$ cat src/rtl/led_cube_uart_pkg.sv
// Shared constants and FSM state type for the LED cube UART transmit master.
// Build option: LED_CUBE_TX_BACKOFF_EN adds a 16-cycle BACKOFF state after a TRDY=0 poll.
package led_cube_uart_pkg;

   localparam logic [4:0] UART_RXDATA  = 5'd0;
   localparam logic [4:0] UART_TXDATA  = 5'd4;
   localparam logic [4:0] UART_STATUS  = 5'd8;
   localparam logic [4:0] UART_CONTROL = 5'd12;

   localparam int TRDY_BIT = 6;
   localparam int TMT_BIT  = 5;

   localparam logic [3:0] BACKOFF_LOAD = 4'd15;

   typedef enum logic [2:0] {
      ST_IDLE,
      ST_POLL,
      ST_RDWAIT,
      ST_WRITE
`ifdef LED_CUBE_TX_BACKOFF_EN
      , ST_BACKOFF
`endif
   } tx_state_t;

endpackage

$ cat src/rtl/led_cube_uart_tx_if.sv
// Avalon-MM bus between the transmit master and the UART slave port.
interface led_cube_uart_tx_if;
   logic [4:0]  address;
   logic        read;
   logic [15:0] readdata;
   logic        readdatavalid;
   logic        write;
   logic [15:0] writedata;
   logic        waitrequest;

   modport master (
      output address, read, write, writedata,
      input  readdata, readdatavalid, waitrequest
   );

   modport slave (
      input  address, read, write, writedata,
      output readdata, readdatavalid, waitrequest
   );
endinterface

$ cat src/rtl/led_cube_byte_fifo.sv
// Circular byte FIFO with wrapping pointers and an explicit occupancy count.
module led_cube_byte_fifo #(
   parameter int DEPTH = 8
) (
   input  logic                     clk,
   input  logic                     rst_n,
   input  logic                     push,
   input  logic [7:0]               push_data,
   input  logic                     pop,
   output logic [7:0]               head_data,
   output logic [$clog2(DEPTH):0]   count,
   output logic                     full,
   output logic                     empty
);
   localparam int AW = $clog2(DEPTH);
   localparam logic [AW:0] FULL_CNT = (AW+1)'(DEPTH);

   logic [7:0]    mem [DEPTH];
   logic [AW-1:0] wr_ptr, rd_ptr;
   logic          push_ok, pop_ok;

   assign full      = (count == FULL_CNT);
   assign empty     = (count == '0);
   assign push_ok   = push & ~full;
   assign pop_ok    = pop & ~empty;
   assign head_data = mem[rd_ptr];

   always_ff @(posedge clk) begin
      if (!rst_n) begin
         wr_ptr <= '0;
         rd_ptr <= '0;
         count  <= '0;
      end else begin
         if (push_ok) wr_ptr <= wr_ptr + AW'(1);
         if (pop_ok)  rd_ptr <= rd_ptr + AW'(1);
         unique case ({push_ok, pop_ok})
            2'b10:   count <= count + (AW+1)'(1);
            2'b01:   count <= count - (AW+1)'(1);
            default: count <= count;
         endcase
      end
   end

   // Storage carries no reset; only slots between the pointers are ever read.
   always_ff @(posedge clk) begin
      if (push_ok) mem[wr_ptr] <= push_data;
   end

endmodule

$ cat src/rtl/led_cube_uart_tx.sv
// UART transmit master: buffers cube bytes, polls STATUS.TRDY, then writes TXDATA.
// Build option: LED_CUBE_TX_BACKOFF_EN inserts a 16-cycle BACKOFF before re-polling.
module led_cube_uart_tx
   import led_cube_uart_pkg::*;
#(
   parameter int FIFO_DEPTH = 8
) (
   input  logic                          clk,
   input  logic                          rst_n,
   input  logic                          byte_valid,
   input  logic [7:0]                    byte_data,
   output logic                          byte_ready,
   output logic [$clog2(FIFO_DEPTH):0]   fifo_count,
   output logic                          tx_busy,
   led_cube_uart_tx_if.master            avalon_master
);

   tx_state_t  state, state_n;
   logic       push, pop, fifo_full, fifo_empty;
   logic [7:0] head_data;
   logic       unused_rd;

`ifdef LED_CUBE_TX_BACKOFF_EN
   logic [3:0] bo_cnt, bo_cnt_n;
`endif

   assign push       = byte_valid & byte_ready;
   assign pop        = (state == ST_WRITE) & ~avalon_master.waitrequest;
   assign byte_ready = ~fifo_full;
   assign tx_busy    = (state != ST_IDLE);
   assign unused_rd  = ^{avalon_master.readdata[15:7], avalon_master.readdata[5:0]};

   led_cube_byte_fifo #(.DEPTH(FIFO_DEPTH)) u_fifo (
      .clk       (clk),
      .rst_n     (rst_n),
      .push      (push),
      .push_data (byte_data),
      .pop       (pop),
      .head_data (head_data),
      .count     (fifo_count),
      .full      (fifo_full),
      .empty     (fifo_empty)
   );

   always_ff @(posedge clk) begin
      if (!rst_n) state <= ST_IDLE;
      else        state <= state_n;
   end

`ifdef LED_CUBE_TX_BACKOFF_EN
   always_ff @(posedge clk) begin
      if (!rst_n) bo_cnt <= '0;
      else        bo_cnt <= bo_cnt_n;
   end
`endif

   always_comb begin
      state_n = state;
`ifdef LED_CUBE_TX_BACKOFF_EN
      bo_cnt_n = bo_cnt;
`endif
      unique case (state)
         // A push this cycle starts the poll without waiting for the count to update.
         ST_IDLE:   if (!fifo_empty || push) state_n = ST_POLL;
         ST_POLL:   if (!avalon_master.waitrequest) state_n = ST_RDWAIT;
         ST_RDWAIT: begin
            if (avalon_master.readdatavalid) begin
               if (avalon_master.readdata[TRDY_BIT]) begin
                  state_n = ST_WRITE;
               end else begin
`ifdef LED_CUBE_TX_BACKOFF_EN
                  state_n  = ST_BACKOFF;
                  bo_cnt_n = BACKOFF_LOAD;
`else
                  state_n = ST_POLL;
`endif
               end
            end
         end
         ST_WRITE:  if (!avalon_master.waitrequest) state_n = ST_IDLE;
`ifdef LED_CUBE_TX_BACKOFF_EN
         ST_BACKOFF: begin
            if (bo_cnt == '0) state_n = ST_POLL;
            else              bo_cnt_n = bo_cnt - 4'd1;
         end
`endif
         default:   state_n = ST_IDLE;
      endcase
   end

   // Bus outputs are pure decodes of the state register.
   always_comb begin
      avalon_master.read      = (state == ST_POLL);
      avalon_master.write     = (state == ST_WRITE);
      avalon_master.address   = '0;
      avalon_master.writedata = '0;
      if (state == ST_POLL) begin
         avalon_master.address = UART_STATUS;
      end else if (state == ST_WRITE) begin
         avalon_master.address   = UART_TXDATA;
         avalon_master.writedata = {8'h00, head_data};
      end
   end

endmodule

$ cat src/flat_wrapper.sv
// flat-port wrapper written by rule: the top's interface ports become plain ports
module led_cube_uart_tx_flat import led_cube_uart_pkg::*;
#(
   parameter int FIFO_DEPTH = 8
)
  (clk, rst_n, byte_valid, byte_data, byte_ready, fifo_count, tx_busy, avalon_master_address, avalon_master_read, avalon_master_write, avalon_master_writedata, avalon_master_readdata, avalon_master_readdatavalid, avalon_master_waitrequest);
  led_cube_uart_tx_if avalon_master_i ();
  input  logic clk;
  input  logic rst_n;
  input  logic byte_valid;
  input  logic [7:0] byte_data;
  output logic byte_ready;
  output logic [$clog2(FIFO_DEPTH):0] fifo_count;
  output logic tx_busy;
  output wire logic [$bits(avalon_master_i.address)-1:0] avalon_master_address;
  output wire logic [$bits(avalon_master_i.read)-1:0] avalon_master_read;
  output wire logic [$bits(avalon_master_i.write)-1:0] avalon_master_write;
  output wire logic [$bits(avalon_master_i.writedata)-1:0] avalon_master_writedata;
  input wire logic [$bits(avalon_master_i.readdata)-1:0] avalon_master_readdata;
  input wire logic [$bits(avalon_master_i.readdatavalid)-1:0] avalon_master_readdatavalid;
  input wire logic [$bits(avalon_master_i.waitrequest)-1:0] avalon_master_waitrequest;
  assign avalon_master_address = avalon_master_i.address;
  assign avalon_master_read = avalon_master_i.read;
  assign avalon_master_write = avalon_master_i.write;
  assign avalon_master_writedata = avalon_master_i.writedata;
  assign avalon_master_i.readdata = avalon_master_readdata;
  assign avalon_master_i.readdatavalid = avalon_master_readdatavalid;
  assign avalon_master_i.waitrequest = avalon_master_waitrequest;
  led_cube_uart_tx #(.FIFO_DEPTH(FIFO_DEPTH)) u_core (.clk(clk), .rst_n(rst_n), .byte_valid(byte_valid), .byte_data(byte_data), .byte_ready(byte_ready), .fifo_count(fifo_count), .tx_busy(tx_busy), .avalon_master(avalon_master_i));
endmodule
$ cat config.mk
export PLATFORM = sky130hd
export DESIGN_NAME = led_cube_uart_tx_flat
export DESIGN_NICKNAME = d
export VERILOG_FILES = /design/src/rtl/led_cube_uart_pkg.sv /design/src/rtl/led_cube_uart_tx_if.sv /design/src/rtl/led_cube_byte_fifo.sv /design/src/rtl/led_cube_uart_tx.sv /design/src/flat_wrapper.sv
export SDC_FILE = /design/constraint.sdc
export NUM_CORES = 1
export LEC_CHECK = 0
export ABC_CLOCK_PERIOD_IN_PS = 3000
export CAP_MARGIN = 20
export CELL_PAD_IN_SITES_DETAIL_PLACEMENT = 0
export CELL_PAD_IN_SITES_GLOBAL_PLACEMENT = 1
export CORE_MARGIN = 2
export CORE_UTILIZATION = 43
export DETAILED_ROUTE_END_ITERATION = 10
export HOLD_SLACK_MARGIN = 0.08
export PLACE_DENSITY = 0.77
export SKIP_LAST_GASP = 1
export SLEW_MARGIN = 20
export SYNTH_ARGS = -nofsm -noshare
export SYNTH_HDL_FRONTEND = slang
export SYNTH_SLANG_ARGS = --single-unit
$ cat constraint.sdc
create_clock -name clk -period 3 [get_ports clk]
set_input_delay 0.6 -clock clk [delete_from_list [all_inputs] [get_ports clk]]
set_output_delay 0.6 -clock clk [all_outputs]
set_load 0.01 [all_outputs]
; Yosys cells after proc, flatten, opt, wreduce, memory -nomap -nowiden
; Memories as Yosys holds them, arrays and structs flattened. A register that Yosys moved wholly into a read port is not among the register bits.
; Index checks and enable logic that the tools add are counted.
[classes]
addsub = 4
multipliers = 0
n_div = 0
n_lt_le_gt_ge = 0
eq_ne = 10
n_shift = 0
n_mux = 15
bitwise_logic = 7
reduce_logical = 7
[ops]
columns = cell, n
row1 = 2-to-1 mux 3 bit, 7
row2 = 2-to-1 mux 16 bit, 1
row3 = case mux 3 bit (4 select lines), 1
row4 = 2-to-1 mux 8 bit, 1
row5 = case mux 4 bit (2 select lines), 1
row6 = "adder 3 x 1 -> 3 bit, second input constant", 2
row7 = "== test 3 x 2 -> 1 bit, second input constant", 2
row8 = "!= test 2 bit, second input constant", 3
row9 = 2-to-1 mux 5 bit, 1
row10 = "adder 4 x 1 -> 4 bit, second input constant", 1
row11 = bitwise AND 1 bit, 4
row12 = "== test 4 bit, second input constant", 1
row13 = logical NOT 4 bit, 1
row14 = AND reduction 4 bit, 1
row15 = "subtractor 4 x 1 -> 4 bit, second input constant", 1
row16 = "== test 3 x 1 -> 1 bit, second input constant", 1
row17 = logical NOT 3 bit, 1
row18 = inverter 1 bit, 3
row19 = nonzero test 3 bit, 1
row20 = "== test 2 x 1 -> 1 bit, second input constant", 1
row21 = "== test 2 bit, second input constant", 1
row22 = 2-to-1 mux 1 bit, 2
row23 = 2-to-1 mux 2 bit, 1
row24 = "!= test 2 x 1 -> 1 bit, second input constant", 1
row25 = other kinds (3), 3
[word_totals]
regBits = 13
latch_bits = 0
mem_bits_rw = 64
mem_bits_ro = 0
out_inout_bits = 29
elab_cells = 48
n_memories = 1
[mem_list]
columns = memory, words, width, read_ports, rd_ports_with_merged_regs, wr, line_no
row1 = u_core.u_fifo.mem, 8, 8, 1, 1, 1, led_cube_byte_fifo.sv:18  ; logic [7:0] mem [DEPTH];

; Logic depth before layout (Yosys ltp)
; Gate-level depths: netlist (run 1).
[depth]
ltp_word = 6
mapped_depth = 10
ltp_nobuf = 9

; Modules after synthesis
; Synthesis (run 1) repeated with hierarchy kept, for this count alone.
[unflattened]
cells_unflattened = 211
hier_area_um2 = 3440.8
[modules_own_cells]
columns = mod, instances, cells_each, area_each_um2, seq_area_each_um2
row1 = led_cube_byte_fifo, 1, 168, 3136.8, 2182.1
row2 = led_cube_uart_tx, 1, 43, 304.0, 40.0

; Worst setup path before layout (run 1)
; Ideal clock, no wire load.
[synth_path]
kind = register to register
start = reg u_core.u_fifo.count[1]
end = reg u_core.u_fifo.count[2]
setup_time_ps = 76
arrival_ps = 2313
required_ps = 2924
path_slack_ps = 611
stages_incl_launch_ff = 11
n_path_buf = 1
period_less_slack_ps = 2389
path_cell_list = dfxtp_1 or4b_1 buf_2 nand2_2 ha_1 xor2_1 ha_1 a21oi_1 xor2_1 or3_1 a21boi_0
[synth_between]
elab_chain_cells = 6
elab_cells_between_ends = 13
classes_between = add/sub (2) / eq/ne (3) / mux (1) / bitwise (5) / reduce/logical (2)
[synth_lines]
columns = element, line_no
row1 = start: declaration, led_cube_byte_fifo.sv:11  ; output logic [$clog2(DEPTH):0] count,
row2 = start signal: assignment, led_cube_byte_fifo.sv:37  ; 2'b10: count <= count + (AW+1)'(1);
row3 = start signal: assignment, led_cube_byte_fifo.sv:38  ; 2'b01: count <= count - (AW+1)'(1);
row4 = start signal: assignment, led_cube_byte_fifo.sv:39  ; default: count <= count;
row5 = == test 4 bit (*), led_cube_byte_fifo.sv:22  ; assign full = (count == FULL_CNT);
row6 = inverter 1 bit (*), led_cube_uart_tx.sv:29  ; assign byte_ready = ~fifo_full;
row7 = net byte_ready, flat_wrapper.sv:12  ; output logic byte_ready;
row8 = bitwise AND 1 bit, led_cube_uart_tx.sv:27  ; assign push = byte_valid & byte_ready;
row9 = bitwise AND 1 bit (*), led_cube_byte_fifo.sv:24  ; assign push_ok = push & ~full;
row10 = == test 2 x 1 -> 1 bit or == test 2 bit (tied branches), led_cube_byte_fifo.sv:36  ; unique case ({push_ok, pop_ok})
row11 = case mux 4 bit (2 select lines) or nonzero test 2 bit (tied branches), -
; Mark *: on every way through the listed nets, which the timed path passes. The rest lies on a longest branch.
; A chain may end at the register's enable or synchronous reset.

==> results_dict.tcl, run 1 <==
set metrics [dict create \
    status "completed" \
    drive_gt1_share_pct 19.5 \
    critPathRequiredTime_ns 2.40 \
    nNetsFinal 285 \
    hold_viol 0 \
    post-route-period-util_pct 91.4 \
    io_pins 58 \
    routed_via_density 4.91 \
    hold_class "reg2reg" \
    cts.path.max_buffers 2 \
    rows 31 \
    antenna_found_initial 0 \
    cp_data_arrival_time_ns 2.14 \
    numPortBuffers 31 \
    overflow 0 \
    power_uw 2260 \
    powerDensity_nw_per_um2 566 \
    timing.fmax_mhz 365 \
    syn_avg_cell_area_um2 16.1 \
    p_int_uw 1770 \
    cts-resized-gates 0 \
    ys_seq_elements 79 \
    maxCapViolCount 0 \
    final_cell_mix "edfxtp_1, clkdlybuf4s50_1, mux4_2" \
    finalSetupViolCount 0 \
    netlist_area_um2 3310 \
    yosys.cell_types.count 34 \
    syn_to_final_growth_pct 20.5 \
    die_h_um 91.7 \
    wire_per_inst_um 16.0 \
    swShare_pct 21.8 \
    final_common_cell "edfxtp_1" \
    clock_power_share_pct 38.7 \
    comb_power_share_pct 6.8 \
    grt_usage_pct 14.8 \
    grt_pass1_vias 1704 \
    register_area_um2 2220 \
    wirelength_um 5680 \
    clkTransAtPathRegs_ns 0.08 \
    drc 0 \
    whs_path_depth 2 \
    die_area_um2 8420 \
    multi_input_area_um2 987 \
    r2r_cells 9 \
    diodes 0 \
    cts.htree.levels 3 \
    fin_tns_setup_ns 0 \
    fillers 607 \
    worst_setup_path_start_kind "flop" \
    reg2reg_from "u_core.u_fifo.count[1]$_SDFFE_PN0P_" \
    initial_utilization_pct 44.9 \
    whs_endpoint "u_core.u_fifo.rd_ptr[2]$_SDFFE_PN0P_" \
    yosysWarnings 0 \
    drt_pre_antenna_iters 4 \
    hp-start "u_core.u_fifo.rd_ptr[2]$_SDFFE_PN0P_" \
    design_area_um2 3990 \
    slowest_delay_ns 0.51 \
    endpoint_kind "output port" \
    placed_area_um2 3760 \
    cp_max_fo 16 \
    worst_slew_pin_slew_ns 0.592 \
    ir_drop_v 0.000288 \
    cts-root-buf "clkbuf_8" \
    post_cts_buffers 0 \
    vias 1743 \
    yosysSeqAreaShare_pct 67.1 \
    crit_path_cell_trace "buf_12, mux4_2, mux2i_1, nor2_1, clkdlybuf4s50_1" \
    finClkSkew_ns 0.00701 \
    rsz0062_at_grt "false" \
    first_iter_violations 118 \
    hold_buffers 0 \
    gp_congestion 0.680 \
    critical_path_class "reg2out" \
    core-area_um2 7370 \
    maxSlewHeadroom_pct 60.5 \
    r2r_setup_slack_ns 0.46 \
    clock-sinks 79 \
    cp_slowest_cell "mux4_2" \
    whs_ns 0.488 \
    syn_inst 206 \
    fp.dieW_um 91.7 \
    period_needed_ns 2.74 \
    drv_slew 0 \
    seqPwrFrac_pct 54.4 \
    p_sw_uw 491 \
    r2r_end "u_core.u_fifo.count[2]$_SDFFE_PN0P_" \
    ant_nets 0 \
    grt_max_degree 17 \
    cts_buffers 9 \
    dpl.hpwl_um 3680 \
    p_leak_uw 0.00136 \
    grt_pass1_wl_um 9000 \
    clk_latency_ns 0.35 \
    cts_tree "built" \
]
==> power by group through the flow <==
stage / sequential (uW) / clock, uW / combinational (uW)
2_1_floorplan: 1250 / 0 / 91.3
5_1_grt: 1230 / 947 / 171
3_3_place_gp: 1250 / 0 / 154
3_5_place_dp: 1250 / 0 / 156
6_report: 1230 / 875 / 154
4_1_cts: 1230 / 896 / 157
==> area by class of cell <==
| type | instances | area share [%] |
|---|---|---|
| clock inverters | 7 | 2.54 |
| multi-input cells | 114 | 24.7 |
| inverters | 3 | 0.282 |
| well taps | 99 | 3.10 |
| repair buffers | 44 | 10.5 |
| clock buffers | 9 | 3.10 |
| flip-flops and latches | 79 | 55.7 |
==> layer usage <==
| metal | GRT usage (%) | vias up | wire length [um] | part of all wire, % |
|---|---|---|---|---|
| met5 | 0 | - | 0 | 0 |
| met4 | 7.46 | 0 | 122 | 2.1 |
| met3 | 2.79 | 11 | 252 | 4.4 |
| met2 | 22.5 | 50 | 2690 | 47 |
| met1 | 20.5 | 837 | 2620 | 46 |
| li1 | - | 845 | - | - |
==> cells by family (layout without fill, tap and decap cells) <==
group	Yosys count	in the layout	share of synthesized area, %
DFF	79	79	67.1
and+or+nand+nor	52	52	8.28
AOI/OAI and AO/OA	12	12	2.31
buffers and inverters	23	63	4.19
xor gates and xnor gates	6	6	1.59
muxes	28	28	14.5
adders and majority gates	5	5	1.89
other	1	11	0.113
==> worst max path at each step <==
stage,endpoint,slack (ns),cells after the start
floorplan,u_core.u_fifo.count[2]$_SDFFE_PN0P_,0.61,10
global placement,u_core.u_fifo.count[3]$_SDFFE_PN0P_,0.36,7
detailed placement,u_core.u_fifo.count[2]$_SDFFE_PN0P_,0.31,9
CTS,avalon_master_writedata[4],0.21,5
global route,avalon_master_writedata[4],0.12,5
finish,avalon_master_writedata[1],0.26,5
==> sequential cells by signal, indices dropped and copies added (netlist names), named ones only <==
signal	count
u_core.u_fifo.mem	64
u_core.state	2
u_core.u_fifo.wr_ptr	3
u_core.u_fifo.count	4
u_core.u_fifo.rd_ptr	3
==> cell usage after synthesis <==
cell type	count	area, um2
buf_2	3	15.0
o32ai_1	1	8.76
xor2_1	3	26.3
nand3_1	2	10.0
nor4_1	1	6.26
dfxtp_1	15	300
ha_1	5	62.6
o21ai_0	3	15.0
and2_1	5	31.3
nand2_1	8	30.0
clkbuf_1	2	7.51
nor2_1	15	56.3
or4b_1	1	10.0
nand2_2	1	6.26
nand2b_1	4	25.0
edfxtp_1	64	1920
mux2i_1	12	120
mux4_2	16	360
conb_1	1	3.75
or3_1	2	12.5
nor3_1	2	10.0
a21oi_1	3	15.0
a31oi_1	1	6.26
xnor2_1	3	26.3
nor2b_1	7	43.8
buf_1	2	7.51
a21boi_1	2	15.0
a21boi_0	1	7.51
or2_2	2	12.5
nor3_2	1	10.0
inv_1	3	11.3
a221oi_1	1	8.76
nand3_2	1	10.0
buf_4	13	97.6
==> per-stage QoR <==
step	worst slack [ns]	util (%)	cells
finish	0.257	54.1	355
CTS	0.214	54.1	355
floorplan	0.611	-	216
detailed placement	0.315	51.1	339
global route	0.124	54.1	355
global placement	0.359	51.1	339
==> critical path, delay by kind of cell, from the launching register on <==
kind | cells | cell delay [ns]
buffers and inverters | 2 | 0.66
muxes | 2 | 0.70
DFF | 1 | 0.36
and+or+nand+nor | 1 | 0.07
Note: power is estimated with default switching activity, not from simulation.
==> inputs of run 2 (changes only) <==
- CELL_PAD_IN_SITES_DETAIL_PLACEMENT: 0 -> unset
- CELL_PAD_IN_SITES_GLOBAL_PLACEMENT: 1 -> unset
- CORE_UTILIZATION: 43 -> 52
- PLACE_DENSITY: 0.77 -> 0.78
==> results_dict.tcl, run 2 (synthesis gave the netlist of run 1 again) <==
set metrics [dict create \
    critical_path_class "reg2out" \
    ir_drop_v 0.000354 \
    diodes 0 \
    top_regs "u_core.u_fifo.mem (64), u_core.u_fifo.count (4)" \
    final_common_cell "edfxtp_1" \
    final_cell_mix "edfxtp_1, clkdlybuf4s50_1, mux4_2" \
    worst_setup_path_start_kind "flop" \
    vias 1788 \
    endpoint_kind "output port" \
    status "completed" \
    hold_buffers 0 \
    core-area_um2 6240 \
    rows 29 \
    maxSlewHeadroom_pct 62.4 \
    finClkSkew_ns 0.0109 \
    cts_tree "built" \
    wirelength_um 5660 \
    grt_max_degree 17 \
    post-route-period-util_pct 93.9 \
    drv_slew 0 \
    largest_reg_flops 64 \
    die_h_um 83.8 \
    fp.dieW_um 83.8 \
    cp_data_arrival_time_ns 2.22 \
    overflow 0 \
    post_cts_buffers 0 \
    cts-resized-gates 0 \
    rsz0062_at_grt "false" \
    period_needed_ns 2.82 \
    syn_to_final_growth_pct 21.2 \
    dpl.hpwl_um 3620 \
    grt_usage_pct 17.7 \
    numPortBuffers 31 \
    cts_buffers 9 \
    r2r_setup_slack_ns 0.43 \
    antenna_found_initial 0 \
    drt_pre_antenna_iters 4 \
    clk_latency_ns 0.34 \
    cp_max_fo 16 \
    cts.path.max_buffers 2 \
    maxCapViolCount 0 \
    routed_via_density 5.34 \
    worst_slew_pin_slew_ns 0.563 \
    nNetsFinal 287 \
    drc 0 \
    initial_utilization_pct 53.0 \
    grt_pass1_wl_um 9180 \
    whs_ns 0.492 \
    ant_nets 0 \
    powerDensity_nw_per_um2 598 \
    wire_per_inst_um 16.9 \
    cts.htree.levels 3 \
    utilization_pct 64.3 \
    io_pins 58 \
    top_register "u_core.u_fifo.mem" \
    clkTransAtPathRegs_ns 0.08 \
    clock-sinks 79 \
    grt_pass1_vias 1773 \
    drive_gt1_share_pct 20.2 \
    gp_congestion 0.681 \
    p_leak_uw 0.00139 \
    critPathRequiredTime_ns 2.40 \
    fin_tns_setup_ns 0 \
    hold_class "reg2reg" \
    first_iter_violations 133 \
    timing.fmax_mhz 355 \
    finalSetupViolCount 0 \
    hold_viol 0 \
    cts-root-buf "clkbuf_8" \
    die_area_um2 7020 \
]
## run 2: through the flow
stage / setup WS, ns / cells / cell area (um2) / power (uW)
2_1_floorplan: 0.611 / 216 / 3350 / 1340
3_3_place_gp: 0.349 / 319 / 3740 / 1400
3_5_place_dp: 0.338 / 319 / 3740 / 1410
4_1_cts: 0.0947 / 335 / 4010 / 2420
5_1_grt: 0.0191 / 335 / 4010 / 2480
6_report: 0.184 / 335 / 4010 / 2400
## run 2: cell type report
cell class,count,area (um2)
Inverter,3,11.3
Clock inverter,7,145
Multi-Input combinational cell,114,987
Tap cell,77,96.3
Clock buffer,9,124
Sequential cell,79,2220
Fill cell,454,2230
Timing Repair Buffer,46,427
## run 2: final timing paths
kind	startpoint	endpoint	cells after the start
hold / removal	u_core.u_fifo.rd_ptr[2]$_SDFFE_PN0P_	u_core.u_fifo.rd_ptr[2]$_SDFFE_PN0P_	2
hold reg to reg	u_core.u_fifo.rd_ptr[2]$_SDFFE_PN0P_	u_core.u_fifo.rd_ptr[2]$_SDFFE_PN0P_	2
setup / recovery	flop	avalon_master_writedata[1]	5
setup reg to reg	u_core.u_fifo.count[1]$_SDFFE_PN0P_	u_core.u_fifo.count[2]$_SDFFE_PN0P_	9
## run 2: worst max-delay path, stage by stage, from the launching register on
cell and delay, ns:
dfxtp_1 0.34, buf_6 0.25, mux4_2 0.54, mux2i_1 0.21, nor2_1 0.07, clkdlybuf4s50_1 0.48
## run 2: report_power, final
part / switching (uW) / internal (uW)
clock: 378 / 639
sequential: 18.6 / 1210
combinational: 74.5 / 80.0
## run 2: per-layer routing
| metal | wire length (um) | track usage, % | up-vias |
|---|---|---|---|
| met2 | 2910 | 28.4 | 44 |
| met3 | 222 | 5.54 | 7 |
| met1 | 2480 | 23.2 | 893 |
| met5 | 0 | 0 | - |
| met4 | 48 | 6.01 | 0 |
| li1 | - | - | 844 |
==> inputs of run 3 (changes only) <==
- CORE_UTILIZATION: 52 -> 53
- GPL_ROUTABILITY_DRIVEN: unset -> 0
- PLACE_DENSITY: 0.78 -> 0.79
- SYNTH_HIERARCHICAL: unset -> 1
==> results_dict.tcl, run 3 <==
set metrics [dict create \
    fillers 448 \
    design_area_um2 4110 \
    cts.path.max_buffers 2 \
    yosysMostFrequentCell "edfxtp_1" \
    top_register "u_core/u_fifo/mem" \
    syn_avg_cell_area_um2 16.3 \
    rows 29 \
    grt_pass1_vias 1830 \
    cp_max_fo 7 \
    yosys.cell_types.count 42 \
    cp_data_arrival_time_ns 2.28 \
    cts_tree "built" \
    synth_edf_count 64 \
    critical_path_class "reg2out" \
    final_common_cell "edfxtp_1" \
    drc 0 \
    post-route-period-util_pct 95.9 \
    seqPwrFrac_pct 55.9 \
    synth_commonest_cells "edfxtp_1, dfxtp_1, mux4_1, buf_4, nand2_1" \
    r2r_setup_slack_ns 0.39 \
    ant_nets 0 \
    wire_per_inst_um 18.0 \
    clk_latency_ns 0.34 \
    yosys_most_used_dff "edfxtp_1" \
    worst_setup_path_start_kind "flop" \
    grt_pass1_wl_um 9490 \
    ir_drop_v 0.000313 \
    diodes 0 \
    final_cell_mix "edfxtp_1, clkdlybuf4s50_1, mux4_1" \
    finalSetupViolCount 0 \
    initial_utilization_pct 54.5 \
    drt_pre_antenna_iters 4 \
    endpoint_kind "output port" \
    synthTopCellsByArea "edfxtp_1, mux4_1, dfxtp_1" \
    power_uw 2190 \
    critPathRequiredTime_ns 2.40 \
    yosysSeqAreaShare_pct 64.6 \
    clkTransAtPathRegs_ns 0.08 \
    r2r_cells 11 \
    synth_top_area_share_pct 55.9 \
    drive_gt1_share_pct 17.5 \
    syn_inst 211 \
    numPortBuffers 31 \
    drv_slew 0 \
    p_int_uw 1700 \
    largest_reg_flops 64 \
    dpl.hpwl_um 3870 \
    routed_via_density 5.43 \
    yosysTopAreaCell "edfxtp_1" \
    fp.dieW_um 84.6 \
    ys_seq_elements 79 \
    period_needed_ns 2.88 \
    fin_tns_setup_ns 0 \
    antenna_found_initial 0 \
    maxCapViolCount 0 \
    netlist_area_um2 3440 \
    clock-sinks 79 \
    placed_area_um2 3850 \
    syn_to_final_growth_pct 19.3 \
    whs_ns 0.502 \
    rsz0062_at_grt "false" \
    io_pins 58 \
    whs_path_depth 2 \
    grt_usage_pct 18.2 \
    yosysWarnings 6 \
    vias 1847 \
    first_iter_violations 92 \
    p_leak_uw 0.00161 \
    cts_buffers 9 \
    hold_viol 0 \
    nNetsFinal 292 \
    finClkSkew_ns 0.00760 \
    swShare_pct 22.4 \
    clock_power_share_pct 35.5 \
    powerDensity_nw_per_um2 533 \
    setup_slack_ns 0.123 \
    hold_class "reg2reg" \
    p_sw_uw 491 \
    grt_max_degree 17 \
    cts.htree.levels 3 \
    timing.fmax_mhz 348 \
    ys_async_sr_fraction_pct 0 \
    top_regs "u_core/u_fifo/mem (64), u_core/u_fifo/count (4)" \
    cts-root-buf "clkbuf_8" \
    comb_power_share_pct 8.6 \
    overflow 0 \
    die_h_um 84.6 \
    core-area_um2 6310 \
    wirelength_um 6130 \
    status "completed" \
    dp_worst_setup_slack_ns 0.190 \
    die_area_um2 7150 \
]
[run 3: cell count changes after synthesis, moves of 3 or more]
cell      before  now
mux4_1         0   15
and3_1         0    8
mux2i_1       12    2
mux4_2        16    1
mux2_2         0    8
nor2_1        15    6
a21boi_0       1    4
[run 3: path summary, 6_finish.rpt]
path,startpoint,end
setup / recovery,flop,avalon_master_writedata[4]
hold / removal,u_core/u_fifo/count[3]$_SDFFE_PN0P_,u_core/u_fifo/count[3]$_SDFFE_PN0P_
setup reg to reg,u_core/u_fifo/count[0]$_SDFFE_PN0P_,u_core/u_fifo/count[2]$_SDFFE_PN0P_
hold reg to reg,u_core/u_fifo/count[3]$_SDFFE_PN0P_,u_core/u_fifo/count[3]$_SDFFE_PN0P_
[run 3: timing repair]
action / CTS / global route
hold buffers: 0 / 0
cloned: 0 / 1
endpoints found under the setup margin: 4 / 7
resized for setup: 1 / 9
setup buffers: 1 / 0
[run 3: kinds of logic after synthesis]
family                     after synthesis  share of synthesized area (%)
other                                    1                          0.109
adders and majority gates                5                           1.82
xor gates and xnor gates                 6                           1.53
muxes                                   26                           15.3
buffers and inverters                   24                           4.73
AOI/OAI and AO/OA                       13                           2.44
and+or+nand+nor                         57                           9.49
DFF                                     79                           64.6
[run 3: area by class of cell]
cell class / instances / area [um2] / area share, %
Tap cell: 77 / 96.3 / 2.35
Sequential cell: 79 / 2230 / 54.2
Clock buffer: 9 / 124 / 3.02
Timing Repair Buffer: 46 / 469 / 11.4
Inverter: 4 / 15.0 / 0.366
Multi-Input combinational cell: 118 / 1090 / 26.6
Clock inverter: 7 / 81.3 / 1.98
[run 3: metrics by stage]
stage,instances,util (%)
6_report,340,65.0
2_1_floorplan,221,-
5_1_grt,340,65.0
3_3_place_gp,322,60.9
3_5_place_dp,322,60.9
4_1_cts,339,64.3
[run 3: per-layer routing]
metal / part of all wire, % / GRT usage (%)
met1: 41 / 22.3
met2: 51 / 31.0
met3: 7.0 / 5.41
met4: 1.3 / 6.49
met5: 0 / 0
[run 3: critical path: stages (launching register included)]
cell and delay (ns):
dfxtp_4 0.38, clkbuf_16 0.16, buf_4 0.12, mux4_1 0.53, mux2_2 0.27, and3_1 0.18
dlygate4sd2_1 0.29
[run 3: power groups by stage]
stage	Clock, uW	Combinational, uW	Sequential, uW
2_1_floorplan	0	108	1250
3_3_place_gp	0	184	1250
3_5_place_dp	0	189	1250
4_1_cts	795	191	1230
5_1_grt	841	206	1230
6_report	778	188	1220
